File: src/rtl/video_pkg.sv
`default_nettype none
// ============================================================================
// Module   : video_pkg
// Purpose  : Shared video types and constants for the compositor slice.
//            rgb444_t          - 12-bit RGB444 pixel
//            KEY_COLOR_DEFAULT - default transparent colour key
//            layer_e           - compositing layers, lowest priority first
// Revision : 1.0 - initial release
// ============================================================================
package video_pkg;

  typedef logic [11:0] rgb444_t;

  localparam rgb444_t KEY_COLOR_DEFAULT = 12'h000;

  typedef enum logic [2:0] {
    L_BG  = 3'd0,
    L_OBJ = 3'd1,
    L_P1  = 3'd2,
    L_P2  = 3'd3,
    L_UI  = 3'd4
  } layer_e;

endpackage : video_pkg
`default_nettype wire

File: src/rtl/pixel_delay.sv
`default_nettype none
// ============================================================================
// Module   : pixel_delay
// Purpose  : Fixed-depth register delay line used to align render latencies.
//            DEPTH = 0 is a plain wire.
// Ports    : clk   - clock
//            rst_n - asynchronous active-low clear of every stage
//            d     - WIDTH-bit input
//            q     - d delayed by DEPTH clocks
// Revision : 1.0 - initial release
// ============================================================================
module pixel_delay #(
  parameter int WIDTH = 12,
  parameter int DEPTH = 1
) (
  input  logic             clk,
  input  logic             rst_n,
  input  logic [WIDTH-1:0] d,
  output logic [WIDTH-1:0] q
);

  generate
    if (DEPTH == 0) begin : g_wire
      // Clock and clear are not needed by a zero-depth line.
      logic w_unused_clk_rst;
      assign w_unused_clk_rst = clk & rst_n;
      assign q = d;
    end else begin : g_regs
      logic [WIDTH-1:0] r_stage [DEPTH];

      always_ff @(posedge clk or negedge rst_n) begin
        if (!rst_n) begin
          for (int i = 0; i < DEPTH; i++) begin
            r_stage[i] <= '0;
          end
        end else begin
          r_stage[0] <= d;
          for (int i = 1; i < DEPTH; i++) begin
            r_stage[i] <= r_stage[i-1];
          end
        end
      end

      assign q = r_stage[DEPTH-1];
    end
  endgenerate

endmodule : pixel_delay
`default_nettype wire

File: src/rtl/pixel_compositor.sv
`default_nettype none
// ============================================================================
// Module   : pixel_compositor
// Purpose  : Aligns the bg/obj/p1/p2/ui render streams to a common depth,
//            merges them by fixed priority with colour-key transparency,
//            and drives registered RGB444 plus matching syncs to the VGA port.
//            A frame counter (ticked on aligned vsync rise) blinks the UI.
// Ports    : pixel_clk_in, rst_n_in        - clock, async active-low reset
//            hsync_in/vsync_in/blank_in    - timing, latency 0
//            bg/obj/p1/p2/ui_pixel_in      - layer pixels at their latencies
//            blink_en_in                   - UI blink enable, taken at frame tick
//            pixel_out, hsync_out, vsync_out, blank_out - composited output
//            frame_count_out               - frames since reset (wraps)
// Revision : 1.0 - initial release
// ============================================================================
module pixel_compositor
  import video_pkg::*;
#(
  parameter int      ALIGN_DEPTH = 3,
  parameter int      BG_LAT      = 3,
  parameter int      OBJ_LAT     = 2,
  parameter int      P1_LAT      = 2,
  parameter int      P2_LAT      = 2,
  parameter int      UI_LAT      = 1,
  parameter rgb444_t KEY_COLOR   = KEY_COLOR_DEFAULT,
  parameter int      BLINK_BIT   = 4
) (
  input  logic        pixel_clk_in,
  input  logic        rst_n_in,
  input  logic        hsync_in,
  input  logic        vsync_in,
  input  logic        blank_in,
  input  logic [11:0] bg_pixel_in,
  input  logic [11:0] obj_pixel_in,
  input  logic [11:0] p1_pixel_in,
  input  logic [11:0] p2_pixel_in,
  input  logic [11:0] ui_pixel_in,
  input  logic        blink_en_in,
  output logic [11:0] pixel_out,
  output logic        hsync_out,
  output logic        vsync_out,
  output logic        blank_out,
  output logic [7:0]  frame_count_out
);

  // --------------------------------------------------------------------------
  // Elaboration-time parameter checks
  // --------------------------------------------------------------------------
  generate
    if (BG_LAT > ALIGN_DEPTH) begin : g_chk_bg
      $fatal(1, "pixel_compositor: BG_LAT exceeds ALIGN_DEPTH");
    end
    if (OBJ_LAT > ALIGN_DEPTH) begin : g_chk_obj
      $fatal(1, "pixel_compositor: OBJ_LAT exceeds ALIGN_DEPTH");
    end
    if (P1_LAT > ALIGN_DEPTH) begin : g_chk_p1
      $fatal(1, "pixel_compositor: P1_LAT exceeds ALIGN_DEPTH");
    end
    if (P2_LAT > ALIGN_DEPTH) begin : g_chk_p2
      $fatal(1, "pixel_compositor: P2_LAT exceeds ALIGN_DEPTH");
    end
    if (UI_LAT > ALIGN_DEPTH) begin : g_chk_ui
      $fatal(1, "pixel_compositor: UI_LAT exceeds ALIGN_DEPTH");
    end
    if (BLINK_BIT > 7) begin : g_chk_blink
      $fatal(1, "pixel_compositor: BLINK_BIT outside 8-bit frame counter");
    end
  endgenerate

  localparam int c_bg_dly  = ALIGN_DEPTH - BG_LAT;
  localparam int c_obj_dly = ALIGN_DEPTH - OBJ_LAT;
  localparam int c_p1_dly  = ALIGN_DEPTH - P1_LAT;
  localparam int c_p2_dly  = ALIGN_DEPTH - P2_LAT;
  localparam int c_ui_dly  = ALIGN_DEPTH - UI_LAT;

  // --------------------------------------------------------------------------
  // Latency alignment
  // --------------------------------------------------------------------------
  rgb444_t    w_bg_a, w_obj_a, w_p1_a, w_p2_a, w_ui_a;
  logic [2:0] w_sync_a;   // {hsync, vsync, blank} at the mux stage
  logic       w_hs_a, w_vs_a, w_blank_a;

  pixel_delay #(.WIDTH(12), .DEPTH(c_bg_dly)) u_dly_bg (
    .clk(pixel_clk_in), .rst_n(rst_n_in), .d(bg_pixel_in),  .q(w_bg_a)
  );
  pixel_delay #(.WIDTH(12), .DEPTH(c_obj_dly)) u_dly_obj (
    .clk(pixel_clk_in), .rst_n(rst_n_in), .d(obj_pixel_in), .q(w_obj_a)
  );
  pixel_delay #(.WIDTH(12), .DEPTH(c_p1_dly)) u_dly_p1 (
    .clk(pixel_clk_in), .rst_n(rst_n_in), .d(p1_pixel_in),  .q(w_p1_a)
  );
  pixel_delay #(.WIDTH(12), .DEPTH(c_p2_dly)) u_dly_p2 (
    .clk(pixel_clk_in), .rst_n(rst_n_in), .d(p2_pixel_in),  .q(w_p2_a)
  );
  pixel_delay #(.WIDTH(12), .DEPTH(c_ui_dly)) u_dly_ui (
    .clk(pixel_clk_in), .rst_n(rst_n_in), .d(ui_pixel_in),  .q(w_ui_a)
  );
  pixel_delay #(.WIDTH(3), .DEPTH(ALIGN_DEPTH)) u_dly_sync (
    .clk(pixel_clk_in), .rst_n(rst_n_in),
    .d({hsync_in, vsync_in, blank_in}), .q(w_sync_a)
  );

  assign w_hs_a    = w_sync_a[2];
  assign w_vs_a    = w_sync_a[1];
  assign w_blank_a = w_sync_a[0];

  // --------------------------------------------------------------------------
  // Frame tick, counter and blink enable
  // --------------------------------------------------------------------------
  logic       r_vs_prev;
  logic [7:0] r_frame_count;
  logic       r_blink_en_q;
  logic       w_tick;
  logic       w_ui_visible;

  assign w_tick = w_vs_a & ~r_vs_prev;

  always_ff @(posedge pixel_clk_in or negedge rst_n_in) begin
    if (!rst_n_in) begin
      r_vs_prev     <= 1'b0;
      r_frame_count <= 8'd0;
      r_blink_en_q  <= 1'b0;
    end else begin
      r_vs_prev <= w_vs_a;
      if (w_tick) begin
        r_frame_count <= r_frame_count + 8'd1;
        // Captured only at the tick so the UI state is stable for a frame.
        r_blink_en_q  <= blink_en_in;
      end
    end
  end

  assign w_ui_visible = !r_blink_en_q || !r_frame_count[BLINK_BIT];

  // --------------------------------------------------------------------------
  // Priority select and output register
  // --------------------------------------------------------------------------
  layer_e  w_sel;
  rgb444_t w_pixel;

  always_comb begin
    w_sel = L_BG;
    if (w_ui_visible && (w_ui_a != KEY_COLOR)) begin
      w_sel = L_UI;
    end else if (w_p2_a != KEY_COLOR) begin
      w_sel = L_P2;
    end else if (w_p1_a != KEY_COLOR) begin
      w_sel = L_P1;
    end else if (w_obj_a != KEY_COLOR) begin
      w_sel = L_OBJ;
    end
  end

  always_comb begin
    w_pixel = w_bg_a;   // bg is the fallback even when it equals the key
    case (w_sel)
      L_UI:    w_pixel = w_ui_a;
      L_P2:    w_pixel = w_p2_a;
      L_P1:    w_pixel = w_p1_a;
      L_OBJ:   w_pixel = w_obj_a;
      default: w_pixel = w_bg_a;
    endcase
    if (w_blank_a) begin
      w_pixel = 12'h000;
    end
  end

  logic [11:0] r_pixel;
  logic        r_hsync, r_vsync, r_blank;

  always_ff @(posedge pixel_clk_in or negedge rst_n_in) begin
    if (!rst_n_in) begin
      r_pixel <= 12'h000;
      r_hsync <= 1'b0;
      r_vsync <= 1'b0;
      r_blank <= 1'b0;
    end else begin
      r_pixel <= w_pixel;
      r_hsync <= w_hs_a;
      r_vsync <= w_vs_a;
      r_blank <= w_blank_a;
    end
  end

  assign pixel_out       = r_pixel;
  assign hsync_out       = r_hsync;
  assign vsync_out       = r_vsync;
  assign blank_out       = r_blank;
  assign frame_count_out = r_frame_count;

endmodule : pixel_compositor
`default_nettype wire

File: config.mk
export PLATFORM = sky130hd
export DESIGN_NAME = pixel_compositor
export DESIGN_NICKNAME = d
export VERILOG_FILES = /design/src/rtl/video_pkg.sv /design/src/rtl/pixel_delay.sv /design/src/rtl/pixel_compositor.sv
export SDC_FILE = /design/constraint.sdc
export NUM_CORES = 1
export LEC_CHECK = 0
export CORE_MARGIN = 10
export CORE_UTILIZATION = 47
export DETAILED_ROUTE_END_ITERATION = 10
export PLACE_DENSITY = 0.9
export SLEW_MARGIN = 20
export SYNTH_ARGS = -nofsm -noshare
export SYNTH_HDL_FRONTEND = slang
export SYNTH_SLANG_ARGS = --single-unit
File: constraint.sdc
create_clock -name pixel_clk_in -period 2.62 [get_ports pixel_clk_in]
set_clock_uncertainty 0.2 [all_clocks]
set_input_delay 0.393 -clock pixel_clk_in [delete_from_list [all_inputs] [get_ports pixel_clk_in]]
set_output_delay 0.393 -clock pixel_clk_in [all_outputs]
set_load 0.005 [all_outputs]
# After elaboration in Yosys (flattened, before gate mapping)
# Index checks and enable logic that the tools add are counted.
[classes]
add_sub_neg = 1
eq_ne = 4
mux = 6
n_bitwise = 2
reduce_logical = 8
[ops]
columns = ["operator", "n"]
rows = [
  ["12-bit one-hot mux with 4 select lines", 1],
  ["12-bit nonzero test", 4],
  ["12-bit two-way mux", 1],
  ["8-bit by 1-bit adder with 8-bit output, second input constant", 1],
  ["3-bit by 2-bit equality test with 1-bit output, second input constant", 2],
  ["2-bit two-way mux", 2],
  ["3-bit by 1-bit equality test with 1-bit output, second input constant", 1],
  ["3-bit equality test, second input constant", 1],
  ["3-bit two-way mux", 1],
  ["1-bit zero test", 2],
  ["1-bit AND", 1],
  ["1-bit logical AND", 1],
  ["1-bit logical OR", 1],
  ["1-bit two-way mux", 1],
  ["1-bit inverter", 1],
]
[totals]
regBits = 93

# Logic depth before layout (Yosys ltp)
# Gate-level depths: netlist of the first run.
[depth]
ltp_word = 8
ltp_mapped = 7
mapped_depth_nobuf = 5

# By module
# From an unflattened synthesis of the first run, not the netlist that was laid out.
[hier_totals]
cells_unflattened = 238
hier_area_um2 = 3452.1
[by_module_without_submodules]
columns = ["mod", "n_inst", "cells_each", "area_each_um2", "seq_area_each_um2"]
rows = [
  ["pixel_compositor", 1, 142, 1522.7, 600.6],
  ["pixel_delay (u_dly_obj ...)", 3, 12, 300.3, 300.3],
  ["pixel_delay (u_dly_ui)", 1, 36, 690.7, 600.6],
  ["pixel_delay (u_dly_sync)", 1, 12, 247.7, 225.2],
  ["pixel_delay (u_dly_bg)", 1, 12, 90.1, 0.0],
]

# Least setup slack after synthesis of the first run
# No wires, ideal clock.
[synth_timing]
path_kind = "register to register"
from = "register u_dly_ui.g_regs.r_stage, in the netlist u_dly_ui.q[3]"
to = "register r_pixel[0] (netlist: pixel_out[0])"
setup_ns = 0.138
t_arrival_ns = 1.509
path_slack_ns = 0.773
stages_incl_launch_ff = 7
path_buffers = 1
period_less_slack_ns = 1.847
path_cell_list = "dfrtp_1 -> nor4_2 -> a32o_2 -> buf_12 -> mux2i_1 -> o311a_1 -> nor3_2"
[synth_between]
elab_chain_len = 6
word_cells_on_any_way = 9
[synth_rtl]
columns = ["item", "line_no", "source"]
rows = [
  ["start: declaration", "pixel_delay.sv:29", "logic [WIDTH-1:0] r_stage [DEPTH];"],
  ["start signal: indexed assignment", "pixel_delay.sv:39", "r_stage[i] <= r_stage[i-1];"],
  ["12-bit nonzero test *", "pixel_compositor.sv:143", "if (w_ui_visible && (w_ui_a != KEY_COLOR)) begin"],
  ["1-bit logical AND *", "pixel_compositor.sv:143", ""],
  ["3-bit two-way mux *", "pixel_compositor.sv:143", ""],
  ["3-bit by 1-bit equality test with 1-bit output, or another cell as far along", "pixel_compositor.sv:156", "case (w_sel)"],
  ["12-bit one-hot mux with 4 select lines *", "pixel_compositor.sv:156", ""],
  ["12-bit two-way mux *", "pixel_compositor.sv:163", "if (w_blank_a) begin"],
  ["net w_pixel[0]", "pixel_compositor.sv:139", "rgb444_t w_pixel;"],
  ["end signal: assignment", "pixel_compositor.sv:178", "r_pixel <= w_pixel;"],
  ["end: declaration", "pixel_compositor.sv:168", "logic [11:0] r_pixel;"],
]
# Mark *: on every way through the listed nets, which the timed path passes. The rest lies on a longest branch.
# A chain may end at the register's enable or synchronous reset.

# Final worst setup path of the first run
[layout_timing]
from = "register u_dly_p1.g_regs.r_stage, in the netlist u_dly_p1.q[7]"
to = "register r_pixel[6] (netlist: pixel_out[6])"
[layout_between]
elab_chain_len = 7
word_cells_on_any_way = 10
[layout_rtl]
columns = ["item", "line_no", "source"]
rows = [
  ["start: declaration", "pixel_delay.sv:29", ""],
  ["start signal: indexed assignment", "pixel_delay.sv:39", ""],
  ["12-bit nonzero test *", "pixel_compositor.sv:147", "end else if (w_p1_a != KEY_COLOR) begin"],
  ["2-bit two-way mux *", "pixel_compositor.sv:147", ""],
  ["2-bit two-way mux *", "pixel_compositor.sv:145", "end else if (w_p2_a != KEY_COLOR) begin"],
  ["3-bit two-way mux *", "pixel_compositor.sv:143", ""],
  ["3-bit by 1-bit equality test with 1-bit output, or another cell as far along", "pixel_compositor.sv:156", ""],
  ["12-bit one-hot mux with 4 select lines *", "pixel_compositor.sv:156", ""],
  ["12-bit two-way mux *", "pixel_compositor.sv:163", ""],
  ["net w_pixel[6]", "pixel_compositor.sv:139", ""],
]
# Marks and branches as above.

==> results of run 1 <==
-- metal layers --
| layer | up-vias | global-route usage | routed length (um) |
|---|---|---|---|
| met2 | 80 | 0.2291 | 3493 |
| met4 | 0 | 0.05640 | 83 |
| met3 | 6 | 0.06815 | 768 |
| met5 | - | 0 | 0 |
| li1 | 921 | - | - |
| met1 | 955 | 0.1700 | 2957 |
-- Yosys cell counts (3+ instances only) --
| cell type | number |
|---|---|
| nor4_4 | 3 |
| nor3_2 | 3 |
| a311oi_1 | 6 |
| mux2i_1 | 10 |
| nand2_1 | 3 |
| xnor2_1 | 5 |
| nor4_2 | 3 |
| nand3_1 | 3 |
| and3_1 | 4 |
| dfrtp_1 | 93 |
| o311a_1 | 3 |
| nor3b_1 | 7 |
| a21oi_1 | 3 |
| nor2_1 | 14 |
| nor4_1 | 6 |
| o21ai_0 | 7 |
-- registers in the layout (all words and copies together), names as in the netlist --
name                       cells
blank_out                      1
frame_count_out                8
hsync_out                      1
pixel_out                     12
r_blink_en_q                   1
u_dly_obj.q                   12
u_dly_p1.q                    12
u_dly_p2.q                    12
u_dly_sync.g_regs.r_stage      6
u_dly_sync.q                   3
u_dly_ui.g_regs.r_stage       12
u_dly_ui.q                    12
vsync_out                      1
-- stage by stage --
| step | instance area (um2) | utilization | instances | hold slack [ns] | power (uW) |
|---|---|---|---|---|---|
| final | 4327 | 0.6662 | 377 | 0.1539 | 2926 |
| after global routing | 4327 | 0.6662 | 377 | 0.1613 | 3073 |
| after CTS | 4327 | 0.6662 | 377 | 0.1571 | 2967 |
| after detailed placement | 4139 | 0.6373 | 360 | 0.1379 | 2130 |
| after global placement | 4139 | 0.6373 | 360 | 0.1334 | 2107 |
| after floorplan | 3197 | - | 200 | -0.1026 | 1824 |
-- where the power goes --
part	switching, uW	internal (uW)
Combinational	152	285
Clock	462	370
Sequential	100	1560
Total	715	2210
-- logic make-up (layout without fill, tap and decap cells) --
| kind of cell | after synthesis | after routing | share of synthesized area |
|---|---|---|---|
| adders and majority gates | 1 | 1 | 0.003913 |
| xor gates and xnor gates | 7 | 7 | 0.01918 |
| muxes | 12 | 12 | 0.03836 |
| buffers and inverters | 6 | 106 | 0.01644 |
| DFF | 93 | 93 | 0.7280 |
| and+or+nand+nor | 53 | 53 | 0.1237 |
| AOI/OAI and AO/OA | 28 | 28 | 0.07045 |
-- worst max path at each step --
stage | endpoint | slack (ns) | depth (start not counted)
floorplan | pixel_out[0] | 0.77 | 6
global placement | pixel_out[5] | 0.48 | 5
detailed placement | pixel_out[7] | 0.41 | 5
CTS | pixel_out[4] | 0.37 | 4
global route | pixel_out[6] | 0.15 | 5
finish | pixel_out[6] | 0.31 | 5
-- layout make-up --
cell class / instances / share of cell area
multi-input cells: 101 / 0.1888
well taps: 77 / 0.02227
clock inverters: 5 / 0.008386
repair buffers: 90 / 0.2099
clock buffers: 11 / 0.03268
flip-flops and latches: 93 / 0.5379
-- critical path, delay by kind of cell (launching register included) --
family	cells	cell delay [ns]
flip-flops	1	0.39
AO/OA/AOI/OAI	2	0.49
AND/OR/NAND/NOR	3	1.14
-- repair_timing --
item,CTS,global route
hold buffers,1,0
buffers inserted,0,0
endpoints found under the hold margin,46,0
==> impl_metrics.ini, run 1 <==
[yosys]
synthDominantAreaCellType = dfrtp_1
synth.avg_cell_area_um2 = 15.98
synthesis.yosys.warnings = 0
yosys.cell_types.count = 36
synth_async_sr_flop_share = 1.000
synth_edf_count = 0
synth_largest_type_area_fraction = 0.7280
syn_inst = 200
syn_area_um2 = 3197
synth.top_cells.by_area = dfrtp_1 73%, mux2i_1 3.1%, nor4_4 2.0%, nor2_1 1.6%, nor3b_1 1.6%
synth_ff_type = dfrtp_1
yosys_register_bits = 93
synthesis.nets = 267
seq_area_frac_synth = 0.7280

[cells_and_area]
diodes = 0
drive_gt1_frac = 0.1133
final_cell_mix = 93 x dfrtp_1, 87 x clkdlybuf4s50_1, 14 x nor2_1
layout_filler_cell_count = 441
nets = 362
area_occupied_by_multi_input_gates_um2 = 817.0
layout.area.seq_um2 = 2327
area_delta_synth_final_pct = 35.34
most_frequent_standard_cell_in_the_layout_excluding_fill_and_tap_cells = dfrtp_1

[global_route]
first_global_vias = 2176
grt_pass1_wl_um = 11590
largest_net_degree_at_the_start_of_global_routing = 48
gr_util_all_layers = 0.1457
antenna_found_initial = 0
gr-total-overflow = 0

[die]
io_pins = 89
initial_utilization = 0.4922
die_h_um = 102.5
die_width_um = 102.5
die-area_um2 = 10500
num_rows = 29
core_um2 = 6495

[worst_setup_path]
critical_path_required_ns = 2.67
reg2reg_setup_slack_ns = 0.31
cp_cell_sequence = nor4_1 -> nand3_1 -> nor3b_1 -> o21ai_0 -> a311oi_1
worstReg2RegStart = u_dly_p1.q[7]
cp_data_arrival_time_ns = 2.37
r2r_end = pixel_out[6]
critical_path.startpoint_type = flop
worstPathMaxFanout = 7
rr_worst_depth = 5
critPathCaptureType = flop
criticalPathCategory = reg2reg
critical-path-max-stage-delay_ns = 0.46
timing.critical_path.slowest_stage_cell = nor4_1
worstSetupStartpoint = u_dly_p1.q[7]

[timing]
fin_crit_sh = 0.8823
grt_setup_unrepaired = false
maxSlewHeadroom = 0.6151
postLayoutSetupSlackWorst_ns = 0.3083
drv_slew = 0
tightest_slew_ns = 0.5774
setup-tns-final_ns = 0
finalHoldViolations = 0
fmaxAchievable_mhz = 432.6
setup_violations = 0
finalCriticalPeriod_ns = 2.312

[clock_network]
clock_tree.root_cell = clkbuf_8
ctsHtreeMaxLevel = 3
cts.path.max_buffers = 2
cts_resized = 0
clk_transition_reported_paths_ns = 0.08
numClockSinks = 93
tritoncts.num_buffers = 9
cts_tree = yes
clk_latency_ns = 0.35

[placement]
hpwl_um = 5722
post-place-ws_ns = 0.4073
gp_congestion = 0.8050
numPortBuffers = 88

[worst_hold_path]
hold_depth = 0
timing.hold.worst.class = reg2reg
worstHoldStart = u_dly_ui.g_regs.r_stage[17]
min_to = u_dly_ui.q[5]

[pwr]
power.density_cell_area_nw_per_um2 = 676.3
max-vdd-ir-drop_mv = 0.4407
total_leakage_power_uw = 0.001778

[flow_run]
drv_cap = 0

[drt]
routed_wl_um = 7303
count_of_unresolved_drc_violations_after_routing = 0
drt_pre_antenna_iters = 4
drt_first_iter_violations = 50
via_count = 1962
wl_per_cell_um = 19.37
detail-route-antenna-nets = 0
drt-vias-per-instance = 5.204

[status]
status = finished, final reports clean
(Power assumes the default switching activity.)
==> run 2: changes to the inputs <==
--- a/config.mk
+++ b/config.mk
@@ -5,7 +5,7 @@
 export SDC_FILE = /design/constraint.sdc
 export NUM_CORES = 1
 export LEC_CHECK = 0
-export CORE_MARGIN = 10
+export CORE_MARGIN = 4
 export CORE_UTILIZATION = 47
 export DETAILED_ROUTE_END_ITERATION = 10
 export PLACE_DENSITY = 0.9
==> impl_metrics.ini, run 2 (same netlist as run 1, synthesis figures left out) <==
[status]
status = finished, final reports clean

[cells_and_area]
nets = 363
most_frequent_standard_cell_in_the_layout_excluding_fill_and_tap_cells = dfrtp_1
area_delta_synth_final_pct = 33.86
final_cell_mix = 93 x dfrtp_1, 87 x clkdlybuf4s50_1, 14 x nor2_1
finalNonFillerCells = 374
fin_area_um2 = 4279
diodes = 0
drive_gt1_frac = 0.09764

[timing]
fmaxAchievable_mhz = 433.0
postLayoutSetupSlackWorst_ns = 0.3105
setup-tns-final_ns = 0
tightest_slew_ns = 0.8199
drv_slew = 0
grt_setup_unrepaired = false
finalCriticalPeriod_ns = 2.310
fin_crit_sh = 0.8815
finalHoldViolations = 0
fin_worst_hold_slack_ns = 0.1493
setup_violations = 0
maxSlewHeadroom = 0.4534

[global_route]
antenna_found_initial = 0
gr-total-overflow = 0
largest_net_degree_at_the_start_of_global_routing = 70
first_global_vias = 2118
grt_pass1_wl_um = 10590
gr_util_all_layers = 0.1687

[drt]
via_count = 1959
routed_wl_um = 6498
drt_first_iter_violations = 112
count_of_unresolved_drc_violations_after_routing = 0
wl_per_cell_um = 17.37
drt-vias-per-instance = 5.238
detail-route-antenna-nets = 0
drt_pre_antenna_iters = 4

[die]
initial_utilization = 0.4950
die_width_um = 90.47
die-area_um2 = 8185
core_um2 = 6459
io_pins = 89
die_h_um = 90.47
num_rows = 29

[clock_network]
clk_latency_ns = 0.34
clock_tree.root_cell = clkbuf_8
cts_tree = yes
tritoncts.num_buffers = 9
cts.path.max_buffers = 2
numClockSinks = 93
ctsHtreeMaxLevel = 3
clk_transition_reported_paths_ns = 0.07
cts_resized = 0
post_cts_buffers = 0

[worst_setup_path]
worstPathMaxFanout = 22
criticalPathCategory = reg2reg
worstReg2RegStart = u_dly_ui.q[1]
r2r_end = pixel_out[9]
worstSetupStartpoint = u_dly_ui.q[1]
critical_path.startpoint_type = flop
cp_data_arrival_time_ns = 2.34
reg2reg_setup_slack_ns = 0.31
rr_worst_depth = 4
critPathCaptureType = flop
critical_path_required_ns = 2.65
critical_path.endpoint = pixel_out[9]

[placement]
place.detailed.instances = 361
hpwl_um = 4973
numPortBuffers = 88
gp_congestion = 0.7930
post-place-ws_ns = 0.3284
place_area_um2 = 4134

[pwr]
power.density_cell_area_nw_per_um2 = 657.8
total_leakage_power_uw = 0.001765
max-vdd-ir-drop_mv = 0.5576

[flow_run]
drv_cap = 0

[worst_hold_path]
timing.hold.worst.class = reg2reg
run 2: cell count changes in the layout (fill, tap and decap cells not counted), sizes merged:
cell / previous run / this run
clkbuf: 11 / 12
buf: 2 / 3
clkinv: 2 / 0
clkinvlp: 3 / 0
run 2: how the worst min path moves through the flow:
stage                                         endpoint                         start  slack, ns  depth (start not counted)
after floorplan                              blank_out                      rst_n_in      -0.10                          0
after global placement                 u_dly_sync.q[1]  u_dly_sync.g_regs.r_stage[4]       0.13                          0
after detailed placement                 u_dly_ui.q[5]   u_dly_ui.g_regs.r_stage[17]       0.14                          0
after CTS                 u_dly_sync.g_regs.r_stage[3]  u_dly_sync.g_regs.r_stage[6]       0.15                          0
after global routing                     u_dly_ui.q[4]   u_dly_ui.g_regs.r_stage[16]       0.16                          0
final                                    u_dly_ui.q[3]   u_dly_ui.g_regs.r_stage[15]       0.15                          0
run 2: repair_timing:
item | 4_1_cts | 5_1_grt
setup endpoints to repair | 0 | 0
endpoints found under the hold margin | 67 | 0
hold buffers | 1 | 0
run 2: layout make-up:
class / instances / area, um2
clock buffer: 12 / 135.1
fill: 489 / 2180
multi-input combinational: 101 / 817.0
sequential: 93 / 2327
tap: 77 / 96.34
timing repair buffer: 91 / 903.4
run 2: layer usage:
metal  share of wire  wire length [um]  global-route usage  up-vias
li1                -                 -                   -      914
met1            0.39              2555              0.2047      955
met2            0.51              3322              0.2749       82
met3           0.082               530             0.07250        8
met4           0.014                89             0.04847        0
met5               0                 0                   0        -
run 2: critical path: stages (launching register included):
cell and delay (ns):
dfrtp_1 0.39, nor4_2 0.39, a32o_2 0.51, nand4b_4 0.34
a311oi_1 0.37
run 2: stage by stage:
step | utilization | power (uW)
floorplan | - | 1824
global placement | 0.6401 | 2105
detailed placement | 0.6401 | 2121
CTS | 0.6625 | 2846
global route | 0.6625 | 2957
finish | 0.6625 | 2815
run 2: power breakdown:
group / switching [uW] / leakage [uW] / internal [uW] / total [uW]
sequential: 98.0 / 0.00111 / 1560 / 1650
clock: 400 / 0.0000683 / 325 / 725
combinational: 151 / 0.000590 / 283 / 434
total: 649 / 0.00177 / 2170 / 2810
==> run 3: changes to the inputs <==
--- a/config.mk
+++ b/config.mk
@@ -8,6 +8,7 @@
 export CORE_MARGIN = 4
 export CORE_UTILIZATION = 47
 export DETAILED_ROUTE_END_ITERATION = 10
+export HOLD_SLACK_MARGIN = 0.15
 export PLACE_DENSITY = 0.9
 export SLEW_MARGIN = 20
 export SYNTH_ARGS = -nofsm -noshare
==> results of run 3 <==
Final layout, timing and power as in run 2 (identical DEF).
